<file path="src/rtl/csr_sequencer_if.sv">
// Request/response, CSR-file access and trap handoff bundle for csr_sequencer.
// master: the sequencer itself; slave: execute stage plus CSR file.
// No storage in the bundle; all flow control is the req/rsp valid-ready pairs.
interface csr_sequencer_if #(
    parameter int XLEN = 32
);
    logic            req_valid;
    logic            req_ready;
    logic [31:0]     req_insn;
    logic [XLEN-1:0] req_pc;
    logic [XLEN-1:0] req_rs1_data;

    logic            rsp_valid;
    logic            rsp_ready;
    logic [4:0]      rsp_rd;
    logic            rsp_rd_we;
    logic [XLEN-1:0] rsp_rd_data;
    logic            rsp_redirect;
    logic [XLEN-1:0] rsp_redirect_pc;

    logic [11:0]     csr_addr;
    logic [XLEN-1:0] csr_wdata;
    logic [1:0]      csr_op;
    logic [XLEN-1:0] csr_rdata;

    logic            trap;
    logic [3:0]      trap_cause;
    logic [XLEN-1:0] trap_value;
    logic [XLEN-1:0] trap_pc;
    logic            trap_handled;
    logic [XLEN-1:0] trap_target_pc;

    modport master (
        input  req_valid, req_insn, req_pc, req_rs1_data, rsp_ready,
               csr_rdata, trap_handled, trap_target_pc,
        output req_ready, rsp_valid, rsp_rd, rsp_rd_we, rsp_rd_data,
               rsp_redirect, rsp_redirect_pc, csr_addr, csr_wdata, csr_op,
               trap, trap_cause, trap_value, trap_pc
    );

    modport slave (
        output req_valid, req_insn, req_pc, req_rs1_data, rsp_ready,
               csr_rdata, trap_handled, trap_target_pc,
        input  req_ready, rsp_valid, rsp_rd, rsp_rd_we, rsp_rd_data,
               rsp_redirect, rsp_redirect_pc, csr_addr, csr_wdata, csr_op,
               trap, trap_cause, trap_value, trap_pc
    );
endinterface

</file>
<file path="src/rtl/csr_sequencer.sv">
// SYSTEM-instruction sequencer: drives CSR file access (Zicsr, MRET) and trap requests (ECALL, EBREAK, illegal).
// Latency: CSR/MRET 3 cycles min (accept, EXEC, RESP); traps 4+ cycles, TWAIT holds until trap_handled.
// Backpressure: req_ready only in IDLE; RESP holds all outputs until rsp_ready. Option: CSR_SEQ_RO_CHECK_EN.
module csr_sequencer #(
    parameter int XLEN = 32
) (
    input  logic            clk,
    input  logic            rst,
    csr_sequencer_if.master bus
);
    localparam logic [1:0] OP_NOP   = 2'd0;
    localparam logic [1:0] OP_WRITE = 2'd1;
    localparam logic [1:0] OP_SET   = 2'd2;
    localparam logic [1:0] OP_CLEAR = 2'd3;

    localparam logic [3:0] CAUSE_ILLEGAL    = 4'd2;
    localparam logic [3:0] CAUSE_BREAKPOINT = 4'd3;
    localparam logic [3:0] CAUSE_ECALL_M    = 4'd11;

    localparam logic [6:0]  OPC_SYSTEM = 7'b1110011;
    localparam logic [31:0] INSN_MRET  = 32'h30200073;
    localparam logic [11:0] CSR_MEPC   = 12'h341;

`ifdef CSR_SEQ_RO_CHECK_EN
    localparam bit RO_CHECK = 1'b1;
`else
    localparam bit RO_CHECK = 1'b0;
`endif

    typedef enum logic [2:0] {IDLE, EXEC, TRAP, TWAIT, RESP} state_t;
    typedef enum logic [1:0] {K_CSR, K_MRET, K_TRAP} kind_t;

    typedef struct packed {
        kind_t           kind;
        logic [1:0]      op;
        logic [11:0]     addr;
        logic [XLEN-1:0] wdata;
        logic [3:0]      cause;
        logic [XLEN-1:0] tval;
        logic [4:0]      rd;
    } dec_t;

    function automatic dec_t decode(input logic [31:0] insn, input logic [XLEN-1:0] rs1);
        dec_t d;
        d       = '0;
        d.kind  = K_TRAP;
        d.cause = CAUSE_ILLEGAL;
        d.tval  = XLEN'(insn);
        if (insn[6:0] == OPC_SYSTEM) begin
            case (insn[14:12])
                3'b000: begin
                    if (insn[31:7] == 25'd0) begin
                        d.cause = CAUSE_ECALL_M;
                        d.tval  = '0;
                    end else if (insn[31:7] == 25'h0002000) begin
                        d.cause = CAUSE_BREAKPOINT;
                        d.tval  = '0;
                    end else if (insn == INSN_MRET) begin
                        d.kind  = K_MRET;
                        d.cause = '0;
                        d.tval  = '0;
                        d.addr  = CSR_MEPC;
                    end
                end
                3'b100: d.cause = CAUSE_ILLEGAL;
                default: begin
                    d.kind  = K_CSR;
                    d.cause = '0;
                    d.tval  = '0;
                    d.addr  = insn[31:20];
                    d.rd    = insn[11:7];
                    d.wdata = insn[14] ? XLEN'(insn[19:15]) : rs1;
                    // SET/CLEAR with a zero source field must not write at all
                    case (insn[13:12])
                        2'b01:   d.op = OP_WRITE;
                        2'b10:   d.op = (insn[19:15] != 5'd0) ? OP_SET : OP_NOP;
                        default: d.op = (insn[19:15] != 5'd0) ? OP_CLEAR : OP_NOP;
                    endcase
                    if (RO_CHECK && d.op != OP_NOP && insn[31:30] == 2'b11) begin
                        d       = '0;
                        d.kind  = K_TRAP;
                        d.cause = CAUSE_ILLEGAL;
                        d.tval  = XLEN'(insn);
                    end
                end
            endcase
        end
        return d;
    endfunction

    state_t          state, state_nx;
    logic            live_q;
    dec_t            dec_q, dec_in;
    logic [XLEN-1:0] pc_q, data_q, redir_pc_q;
    logic            accept;

    assign dec_in = decode(bus.req_insn, bus.req_rs1_data);
    assign accept = (state == IDLE) && live_q && bus.req_valid;

    always_ff @(posedge clk or posedge rst) begin
        if (rst) begin
            state      <= IDLE;
            live_q     <= 1'b0;
            dec_q      <= '0;
            pc_q       <= '0;
            data_q     <= '0;
            redir_pc_q <= '0;
        end else begin
            state  <= state_nx;
            live_q <= 1'b1;
            case (state)
                IDLE: if (accept) begin
                    dec_q      <= dec_in;
                    pc_q       <= bus.req_pc;
                    data_q     <= '0;
                    redir_pc_q <= '0;
                end
                EXEC: begin
                    // csr_rdata is the pre-write value; the CSR file commits on this same edge
                    if (dec_q.kind == K_CSR)  data_q     <= bus.csr_rdata;
                    if (dec_q.kind == K_MRET) redir_pc_q <= bus.csr_rdata;
                end
                TWAIT: if (bus.trap_handled) redir_pc_q <= bus.trap_target_pc;
                default: ;
            endcase
        end
    end

    always_comb begin
        state_nx            = state;
        bus.req_ready       = 1'b0;
        bus.rsp_valid       = 1'b0;
        bus.rsp_rd          = '0;
        bus.rsp_rd_we       = 1'b0;
        bus.rsp_rd_data     = '0;
        bus.rsp_redirect    = 1'b0;
        bus.rsp_redirect_pc = '0;
        bus.csr_addr        = '0;
        bus.csr_wdata       = '0;
        bus.csr_op          = OP_NOP;
        bus.trap            = 1'b0;
        bus.trap_cause      = '0;
        bus.trap_value      = '0;
        bus.trap_pc         = '0;
        case (state)
            IDLE: begin
                bus.req_ready = live_q;
                if (accept) state_nx = (dec_in.kind == K_TRAP) ? TRAP : EXEC;
            end
            EXEC: begin
                bus.csr_addr  = dec_q.addr;
                bus.csr_wdata = dec_q.wdata;
                bus.csr_op    = dec_q.op;
                state_nx      = RESP;
            end
            TRAP: begin
                bus.trap       = 1'b1;
                bus.trap_cause = dec_q.cause;
                bus.trap_value = dec_q.tval;
                bus.trap_pc    = pc_q;
                state_nx       = TWAIT;
            end
            TWAIT: if (bus.trap_handled) state_nx = RESP;
            RESP: begin
                bus.rsp_valid       = 1'b1;
                bus.rsp_rd          = dec_q.rd;
                bus.rsp_rd_we       = (dec_q.kind == K_CSR) && (dec_q.rd != 5'd0);
                bus.rsp_rd_data     = data_q;
                bus.rsp_redirect    = (dec_q.kind != K_CSR);
                bus.rsp_redirect_pc = redir_pc_q;
                if (bus.rsp_ready) state_nx = IDLE;
            end
            default: state_nx = IDLE;
        endcase
    end
endmodule

</file>
<file path="src/flat_wrapper.sv">
// flat-port wrapper written by rule: the top's interface ports become plain ports
module csr_sequencer_flat 
#(
    parameter int XLEN = 32
)
  (clk, rst, bus_req_valid, bus_req_insn, bus_req_pc, bus_req_rs1_data, bus_rsp_ready, bus_csr_rdata, bus_trap_handled, bus_trap_target_pc, bus_req_ready, bus_rsp_valid, bus_rsp_rd, bus_rsp_rd_we, bus_rsp_rd_data, bus_rsp_redirect, bus_rsp_redirect_pc, bus_csr_addr, bus_csr_wdata, bus_csr_op, bus_trap, bus_trap_cause, bus_trap_value, bus_trap_pc);
  csr_sequencer_if #(.XLEN(XLEN)) bus_i ();
  input  logic clk;
  input  logic rst;
  input wire logic [$bits(bus_i.req_valid)-1:0] bus_req_valid;
  input wire logic [$bits(bus_i.req_insn)-1:0] bus_req_insn;
  input wire logic [$bits(bus_i.req_pc)-1:0] bus_req_pc;
  input wire logic [$bits(bus_i.req_rs1_data)-1:0] bus_req_rs1_data;
  input wire logic [$bits(bus_i.rsp_ready)-1:0] bus_rsp_ready;
  input wire logic [$bits(bus_i.csr_rdata)-1:0] bus_csr_rdata;
  input wire logic [$bits(bus_i.trap_handled)-1:0] bus_trap_handled;
  input wire logic [$bits(bus_i.trap_target_pc)-1:0] bus_trap_target_pc;
  output wire logic [$bits(bus_i.req_ready)-1:0] bus_req_ready;
  output wire logic [$bits(bus_i.rsp_valid)-1:0] bus_rsp_valid;
  output wire logic [$bits(bus_i.rsp_rd)-1:0] bus_rsp_rd;
  output wire logic [$bits(bus_i.rsp_rd_we)-1:0] bus_rsp_rd_we;
  output wire logic [$bits(bus_i.rsp_rd_data)-1:0] bus_rsp_rd_data;
  output wire logic [$bits(bus_i.rsp_redirect)-1:0] bus_rsp_redirect;
  output wire logic [$bits(bus_i.rsp_redirect_pc)-1:0] bus_rsp_redirect_pc;
  output wire logic [$bits(bus_i.csr_addr)-1:0] bus_csr_addr;
  output wire logic [$bits(bus_i.csr_wdata)-1:0] bus_csr_wdata;
  output wire logic [$bits(bus_i.csr_op)-1:0] bus_csr_op;
  output wire logic [$bits(bus_i.trap)-1:0] bus_trap;
  output wire logic [$bits(bus_i.trap_cause)-1:0] bus_trap_cause;
  output wire logic [$bits(bus_i.trap_value)-1:0] bus_trap_value;
  output wire logic [$bits(bus_i.trap_pc)-1:0] bus_trap_pc;
  assign bus_i.req_valid = bus_req_valid;
  assign bus_i.req_insn = bus_req_insn;
  assign bus_i.req_pc = bus_req_pc;
  assign bus_i.req_rs1_data = bus_req_rs1_data;
  assign bus_i.rsp_ready = bus_rsp_ready;
  assign bus_i.csr_rdata = bus_csr_rdata;
  assign bus_i.trap_handled = bus_trap_handled;
  assign bus_i.trap_target_pc = bus_trap_target_pc;
  assign bus_req_ready = bus_i.req_ready;
  assign bus_rsp_valid = bus_i.rsp_valid;
  assign bus_rsp_rd = bus_i.rsp_rd;
  assign bus_rsp_rd_we = bus_i.rsp_rd_we;
  assign bus_rsp_rd_data = bus_i.rsp_rd_data;
  assign bus_rsp_redirect = bus_i.rsp_redirect;
  assign bus_rsp_redirect_pc = bus_i.rsp_redirect_pc;
  assign bus_csr_addr = bus_i.csr_addr;
  assign bus_csr_wdata = bus_i.csr_wdata;
  assign bus_csr_op = bus_i.csr_op;
  assign bus_trap = bus_i.trap;
  assign bus_trap_cause = bus_i.trap_cause;
  assign bus_trap_value = bus_i.trap_value;
  assign bus_trap_pc = bus_i.trap_pc;
  csr_sequencer #(.XLEN(XLEN)) u_core (.clk(clk), .rst(rst), .bus(bus_i));
endmodule
</file>
<file path="config.mk">
export PLATFORM = sky130hd
export DESIGN_NAME = csr_sequencer_flat
export DESIGN_NICKNAME = d
export VERILOG_FILES = /design/src/rtl/csr_sequencer_if.sv /design/src/rtl/csr_sequencer.sv /design/src/flat_wrapper.sv
export SDC_FILE = /design/constraint.sdc
export NUM_CORES = 1
export LEC_CHECK = 0
export ABC_AREA = 0
export BUFFER_PORTS_ARGS = -buffer_cell sky130_fd_sc_hd__buf_2
export CAP_MARGIN = 20
export CORE_MARGIN = 2
export CORE_UTILIZATION = 49
export CTS_CLUSTER_SIZE = 30
export DETAILED_ROUTE_END_ITERATION = 12
export GPL_ROUTABILITY_DRIVEN = 1
export PLACE_DENSITY = 0.8
export SLEW_MARGIN = 20
export SYNTH_ARGS = -nofsm -noshare
export SYNTH_HDL_FRONTEND = slang
export SYNTH_SLANG_ARGS = --single-unit
</file>
<file path="constraint.sdc">
create_clock -name clk -period 6.8 [get_ports clk]
set_input_delay 0.34 -clock clk [delete_from_list [all_inputs] [get_ports clk]]
set_output_delay 0.34 -clock clk [all_outputs]
set_load 0.005 [all_outputs]
</file>
==> flow_summary.json, run 1 <==
{
  "yosysTopAreaCell": "dfrtp_1",
  "timing.final.ws_setup_ps": 3460,
  "cts_buffers": 17,
  "dp_slack_ps": 3371,
  "drive_above_1_share_pct": 40.81,
  "rrSetupSlack_ps": 3460,
  "hold_class": "in -> async",
  "status": "finished clean",
  "antenna_left": 0,
  "synth_top_area_share_pct": 51.42,
  "layout_common_cells": "buf_2, dfrtp_1, a22o_1",
  "antenna_found_initial": 2,
  "ys_types": 50,
  "power_uw": 4141,
  "grt_pass1_wl_mm": 41.62,
  "rsz0062_at_grt": "no",
  "slew_headroom_pct": 28.60,
  "r2r-start": "u_core.state[1]",
  "async_flop_share_pct": 100.0,
  "holdBufCountCts": 0,
  "grt_remaining_overflow": 0,
  "io_pins": 353,
  "place_area_um2": 10960,
  "synthTopCellsByArea": "dfrtp_1, a22o_1, mux2_2",
  "cts_max_level": 4,
  "post-route-cell-area_um2": 11570,
  "fp.dieArea_um2": 19680,
  "clkTransAtPathRegs_ps": 70,
  "synthCells": 836,
  "arrival_ps": 3640,
  "crit_path_start": "u_core.state[1]",
  "register_area_um2": 4683,
  "track_usage_pct": 26.68,
  "timing.fmax_mhz": 299.4,
  "tritoncts": "yes",
  "firstDrtPassIters": 5,
  "clk_latency_ps": 420,
  "fin_nets": 1310,
  "die_y_um": 140.3,
  "core_um2": 18090,
  "crit_type": "reg -> reg",
  "rows": 49,
  "drc_errors": 0,
  "tns_ps": 0,
  "wl_per_cell_um": 18.84,
  "setup_viol": 0,
  "final_common_cell": "buf_2",
  "fin_skew_ps": 10.36,
  "netlist_area_um2": 9101,
  "grt_max_degree": 125,
  "finalHoldViolations": 0,
  "grt_pass1_vias": 7871,
  "switching_share_pct": 35.14,
  "ys.warnings.count": 0,
  "maxSlewViolCount": 0,
  "postCtsResizedCells": 0,
  "floorplan.die.width_um": 140.3,
  "initial_core_util_pct": 50.32,
  "period_needed_ps": 3340,
  "synth_edf_count": 0,
  "clock-root-buffer": "clkbuf_16",
  "p_leak_uw": 0.006236,
  "fin_crit_sh_pct": 49.12,
  "vias_per_cell": 5.541,
  "seqPwrFrac_pct": 42.0,
  "drv_cap": 0,
  "areaGrowthSynthToFinish_pct": 27.10,
  "fill_cells": 1463,
  "postCtsSetupBuffers": 0,
  "tightest_slew_ps": 1067,
  "synth_flop_cell": "dfrtp_1",
  "cts.sinks": 187,
  "drt_iter0_drc": 426,
  "syn_nets": 1004,
  "via_count": 7674,
  "multi_input_area_um2": 4000,
  "reg2reg_to": "u_core.dec_q[73]",
  "place.gp.congestion": 0.8458,
  "clkPwrFrac_pct": 23.6,
  "portBuffers": 351,
  "endpoint_kind": "flip-flop",
  "irDropWorstVdd_mv": 0.2224,
  "syn_avg_cell_area_um2": 10.89,
  "combPwrFrac_pct": 34.4,
  "hpwl_mm": 17.96,
  "final_core_util_pct": 63.96,
  "p_sw_uw": 1455,
  "cts_buffer_depth": 2,
  "intPower_uw": 2686,
  "ys_seq_elements": 187,
  "worst_setup_path_start_kind": "flip-flop",
  "worstPathRequired_ps": 7100,
  "powerDensity_nw_per_um2": 358.0,
  "path_max_fanout": 107,
  "r2r_cells": 6,
  "ys_seq_area_share_pct": 51.42,
  "routed_wl_mm": 26.09
}
through the flow:
stage               hold WS (ps)  cells
finish                     64.93   1385
global route               112.3   1384
CTS                        108.1   1382
detailed placement         462.1   1351
global placement           455.7   1351
floorplan                  441.8    836
layout make-up:
class	instances	area share, %
clock inverters	13	1.136
flip-flops and latches	187	40.49
repair buffers	362	16.07
well taps	229	2.477
inverters	41	1.406
diodes	2	0.04327
clock buffers	18	3.797
multi-input cells	533	34.58
flip-flops by register name, indices dropped and copies added, names as in the netlist:
signal and cells:
u_core.dec_q 87, u_core.data_q 32, u_core.pc_q 32, u_core.redir_pc_q 32, u_core.state 3, u_core.live_q 1
worst max path at each step:
stage / endpoint / slack, ps / cells after the start
after floorplan: u_core.data_q[0] / 1370 / 1
after global placement: u_core.redir_pc_q[24] / 3440 / 5
after detailed placement: u_core.redir_pc_q[24] / 3370 / 5
after CTS: u_core.redir_pc_q[24] / 3350 / 5
after global routing: u_core.dec_q[73] / 3220 / 6
final: u_core.dec_q[73] / 3460 / 6
power groups by stage:
stage | clock network, uW | registers [uW] | logic [uW]
floorplan | 0 | 1610 | 1020
global placement | 0 | 1730 | 1390
detailed placement | 0 | 1750 | 1430
CTS | 999 | 1740 | 1440
global route | 1050 | 1790 | 1580
finish | 977 | 1740 | 1430
cell families (layout without fill, tap and decap cells):
group,count (synthesis),count (layout),synth area share (%)
buffers and inverters,116,434,5.416
other,2,4,0.08252
AOI/OAI and AO/OA,134,134,11.93
and+or+nand+nor,291,291,18.50
DFF,187,187,51.42
muxes,103,103,12.24
adders and majority gates,3,3,0.4125
metal layers:
metal / GRT usage (%) / vias up / wire (um)
li1: - / 3558 / -
met1: 32.37 / 3766 / 10500
met2: 45.33 / 312 / 12870
met3: 8.410 / 38 / 2081
met4: 8.878 / 0 / 639
met5: 0 / - / 0
synth_stat cells, drive strengths merged (3+ instances only):
cell type / number
dfrtp: 187
and3: 67
ha: 3
buf: 26
o21ai: 21
nor4: 38
a211o: 3
nor2: 11
a211oi: 3
a21oi: 5
nor3b: 4
and2: 85
nand2b: 3
inv: 39
nor3: 7
mux2i: 37
nand2: 65
mux2: 66
nand4: 3
a22o: 93
clkbuf: 49
worst max-delay path: stages (launching register included):
cell and delay (ps):
dfrtp_4 1110, or4b_4 310, clkinv_2 120, nand2_4 320, buf_4 820, nor2_1 130, a221o_1 330
Power figures use the tool's default switching activity.
==> run 2, diff against run 1 <==
--- a/config.mk
+++ b/config.mk
@@ -9,11 +9,11 @@
 export BUFFER_PORTS_ARGS = -buffer_cell sky130_fd_sc_hd__buf_2
 export CAP_MARGIN = 20
 export CORE_MARGIN = 2
-export CORE_UTILIZATION = 49
+export CORE_UTILIZATION = 45
 export CTS_CLUSTER_SIZE = 30
 export DETAILED_ROUTE_END_ITERATION = 12
 export GPL_ROUTABILITY_DRIVEN = 1
-export PLACE_DENSITY = 0.8
+export PLACE_DENSITY = 0.78
 export SLEW_MARGIN = 20
 export SYNTH_ARGS = -nofsm -noshare
 export SYNTH_HDL_FRONTEND = slang
==> constraint.sdc (replaced) <==
create_clock -name clk -period 2.94 [get_ports clk]
set_input_delay 0.147 -clock clk [delete_from_list [all_inputs] [get_ports clk]]
set_output_delay 0.147 -clock clk [all_outputs]
set_load 0.005 [all_outputs]
==> run 2 against run 1 <==
Net effect:
- critical path depth did not move
- clock power up 140%
- first-iteration DRC count up 1.9%
- die area increased by 8.6%
- non-clock buffer count rose by 131
- via count up 9.9%
- worst hold slack got worse by 45 ps
- critical endpoint is now bus_csr_wdata[26]
- largest power group unchanged
- highest routed layer unchanged
==> flow_summary.json, run 2 (same netlist as run 1, synthesis figures left out) <==
{
  "status": "finished clean",
  "path_max_fanout": 54,
  "clkPwrFrac_pct": 23.5,
  "seqPwrFrac_pct": 39.1,
  "switching_share_pct": 36.13,
  "hold_class": "in -> reg",
  "multi_input_area_um2": 3988,
  "firstDrtPassIters": 5,
  "tightest_slew_ps": 683.0,
  "crit_family": "buffers and inverters",
  "whs_ps": 19.57,
  "antenna_found_initial": 0,
  "routed_wl_mm": 28.47,
  "final_core_util_pct": 64.70,
  "grt_pass1_vias": 8590,
  "clk_latency_ps": 430,
  "slew_headroom_pct": 54.47,
  "cts_buffers": 17,
  "rrSetupSlack_ps": 490,
  "reg2reg_to": "u_core.redir_pc_q[23]",
  "drc_errors": 0,
  "crit_end": "bus_csr_wdata[26]",
  "floorplan.die.width_um": 146.2,
  "holdBufCountCts": 122,
  "cts_max_level": 4,
  "cp_num_buf_inv": 3,
  "slowest_delay_ps": 420,
  "grt_pass1_wl_mm": 45.01,
  "crit_top_cell": "buf_4",
  "worstPathCellList": "buf_4 > nand2b_1 > nor2_4 > buf_4 > and2_1 > buf_2",
  "initial_core_util_pct": 45.42,
  "regMostFlops": "u_core.dec_q",
  "finalHoldViolations": 0,
  "track_usage_pct": 26.32,
  "portBuffers": 351,
  "worst_setup_path_start_kind": "flip-flop",
  "via_count": 8430,
  "fin_skew_ps": 16.07,
  "worst_path_max_delay_cell": "buf_4",
  "intPower_uw": 6331,
  "worstPathRequired_ps": 2790,
  "fill_cells": 1556,
  "cts_buffer_depth": 2,
  "rows": 52,
  "core_um2": 20040,
  "setup_viol": 0,
  "register_area_um2": 4683,
  "layout_common_cells": "buf_2, dfrtp_1, dlygate4sd3_1",
  "worstSetupPathDepth": 6,
  "vias_per_cell": 5.418,
  "combPwrFrac_pct": 37.3,
  "grt_max_degree": 120,
  "largest_reg_flops": 87,
  "fin_crit_sh_pct": 85.36,
  "irDropWorstVdd_mv": 0.4609,
  "crit_type": "reg -> out",
  "place.gp.congestion": 0.7989,
  "tritoncts": "yes",
  "fp.dieArea_um2": 21380,
  "io_pins": 353,
  "crit_path_start": "u_core.state[0]",
  "hpwl_mm": 17.66,
  "clock-root-buffer": "clkbuf_16",
  "postCtsResizedCells": 0,
  "drive_above_1_share_pct": 37.40,
  "fin_nets": 1441,
  "areaGrowthSynthToFinish_pct": 42.47,
  "dp.cells": 1402,
  "p_leak_uw": 0.006811,
  "rsz0062_at_grt": "no",
  "drt_iter0_drc": 434,
  "final_common_cell": "buf_2",
  "drv_cap": 0,
  "finalNonFillerCells": 1556,
  "powerDensity_nw_per_um2": 764.5,
  "grt_remaining_overflow": 0,
  "r2r-start": "u_core.state[2]",
  "postCtsSetupBuffers": 0,
  "antenna_left": 0,
  "die_y_um": 146.2,
  "endpoint_kind": "output pin",
  "r2r_cells": 6,
  "cts.sinks": 187,
  "maxSlewViolCount": 0,
  "diodes": 0,
  "arrival_ps": 2360,
  "period_needed_ps": 2509,
  "tns_ps": 0,
  "p_sw_uw": 3581,
  "timing.fmax_mhz": 398.5,
  "clkTransAtPathRegs_ps": 80,
  "wl_per_cell_um": 18.29
}
## run 2: worst reg2reg max path, delay by kind of cell, from the launching register on
kind	cells	cell delay, ps
buffers and inverters	2	540
DFF	1	530
AOI/OAI and AO/OA	1	120
and+or+nand+nor	2	720
muxes	1	410
## run 2: metrics by stage
stage / instance area (um^2) / worst slack, ps / power [uW]
after floorplan: 9105 / 386.5 / 6095
after global placement: 11140 / 556.4 / 7310
after detailed placement: 11140 / 514.8 / 7430
after CTS: 12970 / 415.3 / 9919
after global routing: 12970 / 256.8 / 10480
final: 12970 / 430.5 / 9912
## run 2: cell type report
class | count | share of cell area [%]
Clock inverter | 14 | 1.303
Sequential cell | 187 | 36.12
Multi-Input combinational cell | 533 | 30.75
Clock buffer | 18 | 3.387
Timing Repair Buffer | 493 | 24.61
Inverter | 41 | 1.226
Tap cell | 270 | 2.605
## run 2: power groups by stage
| stage | Sequential [uW] | Combinational (uW) | Clock [uW] |
|---|---|---|---|
| 2_1_floorplan | 3740 | 2360 | 0 |
| 3_3_place_gp | 3850 | 3460 | 0 |
| 3_5_place_dp | 3890 | 3540 | 0 |
| 4_1_cts | 3850 | 3670 | 2400 |
| 5_1_grt | 3970 | 4030 | 2480 |
| 6_report | 3880 | 3700 | 2330 |
## run 2: worst min-delay path by stage
stage	from	end	slack, ps	depth (start not counted)
after detailed placement	rst	u_core.dec_q[19]	360	3
final	bus_csr_rdata[31]	u_core.data_q[31]	20	3
after CTS	bus_req_rs1_data[3]	u_core.dec_q[44]	10	3
after global placement	rst	u_core.dec_q[16]	350	3
after floorplan	bus_req_insn[12]	u_core.dec_q[17]	270	2
after global routing	bus_req_rs1_data[3]	u_core.dec_q[44]	20	3
## run 2: metal layers
layer | vias up | global-route usage (%) | part of all wire, %
li1 | 3821 | - | -
met1 | 4144 | 31.44 | 39
met2 | 396 | 45.61 | 50
met3 | 69 | 6.375 | 7.3
met4 | 0 | 11.12 | 3.4
met5 | - | 0 | 0
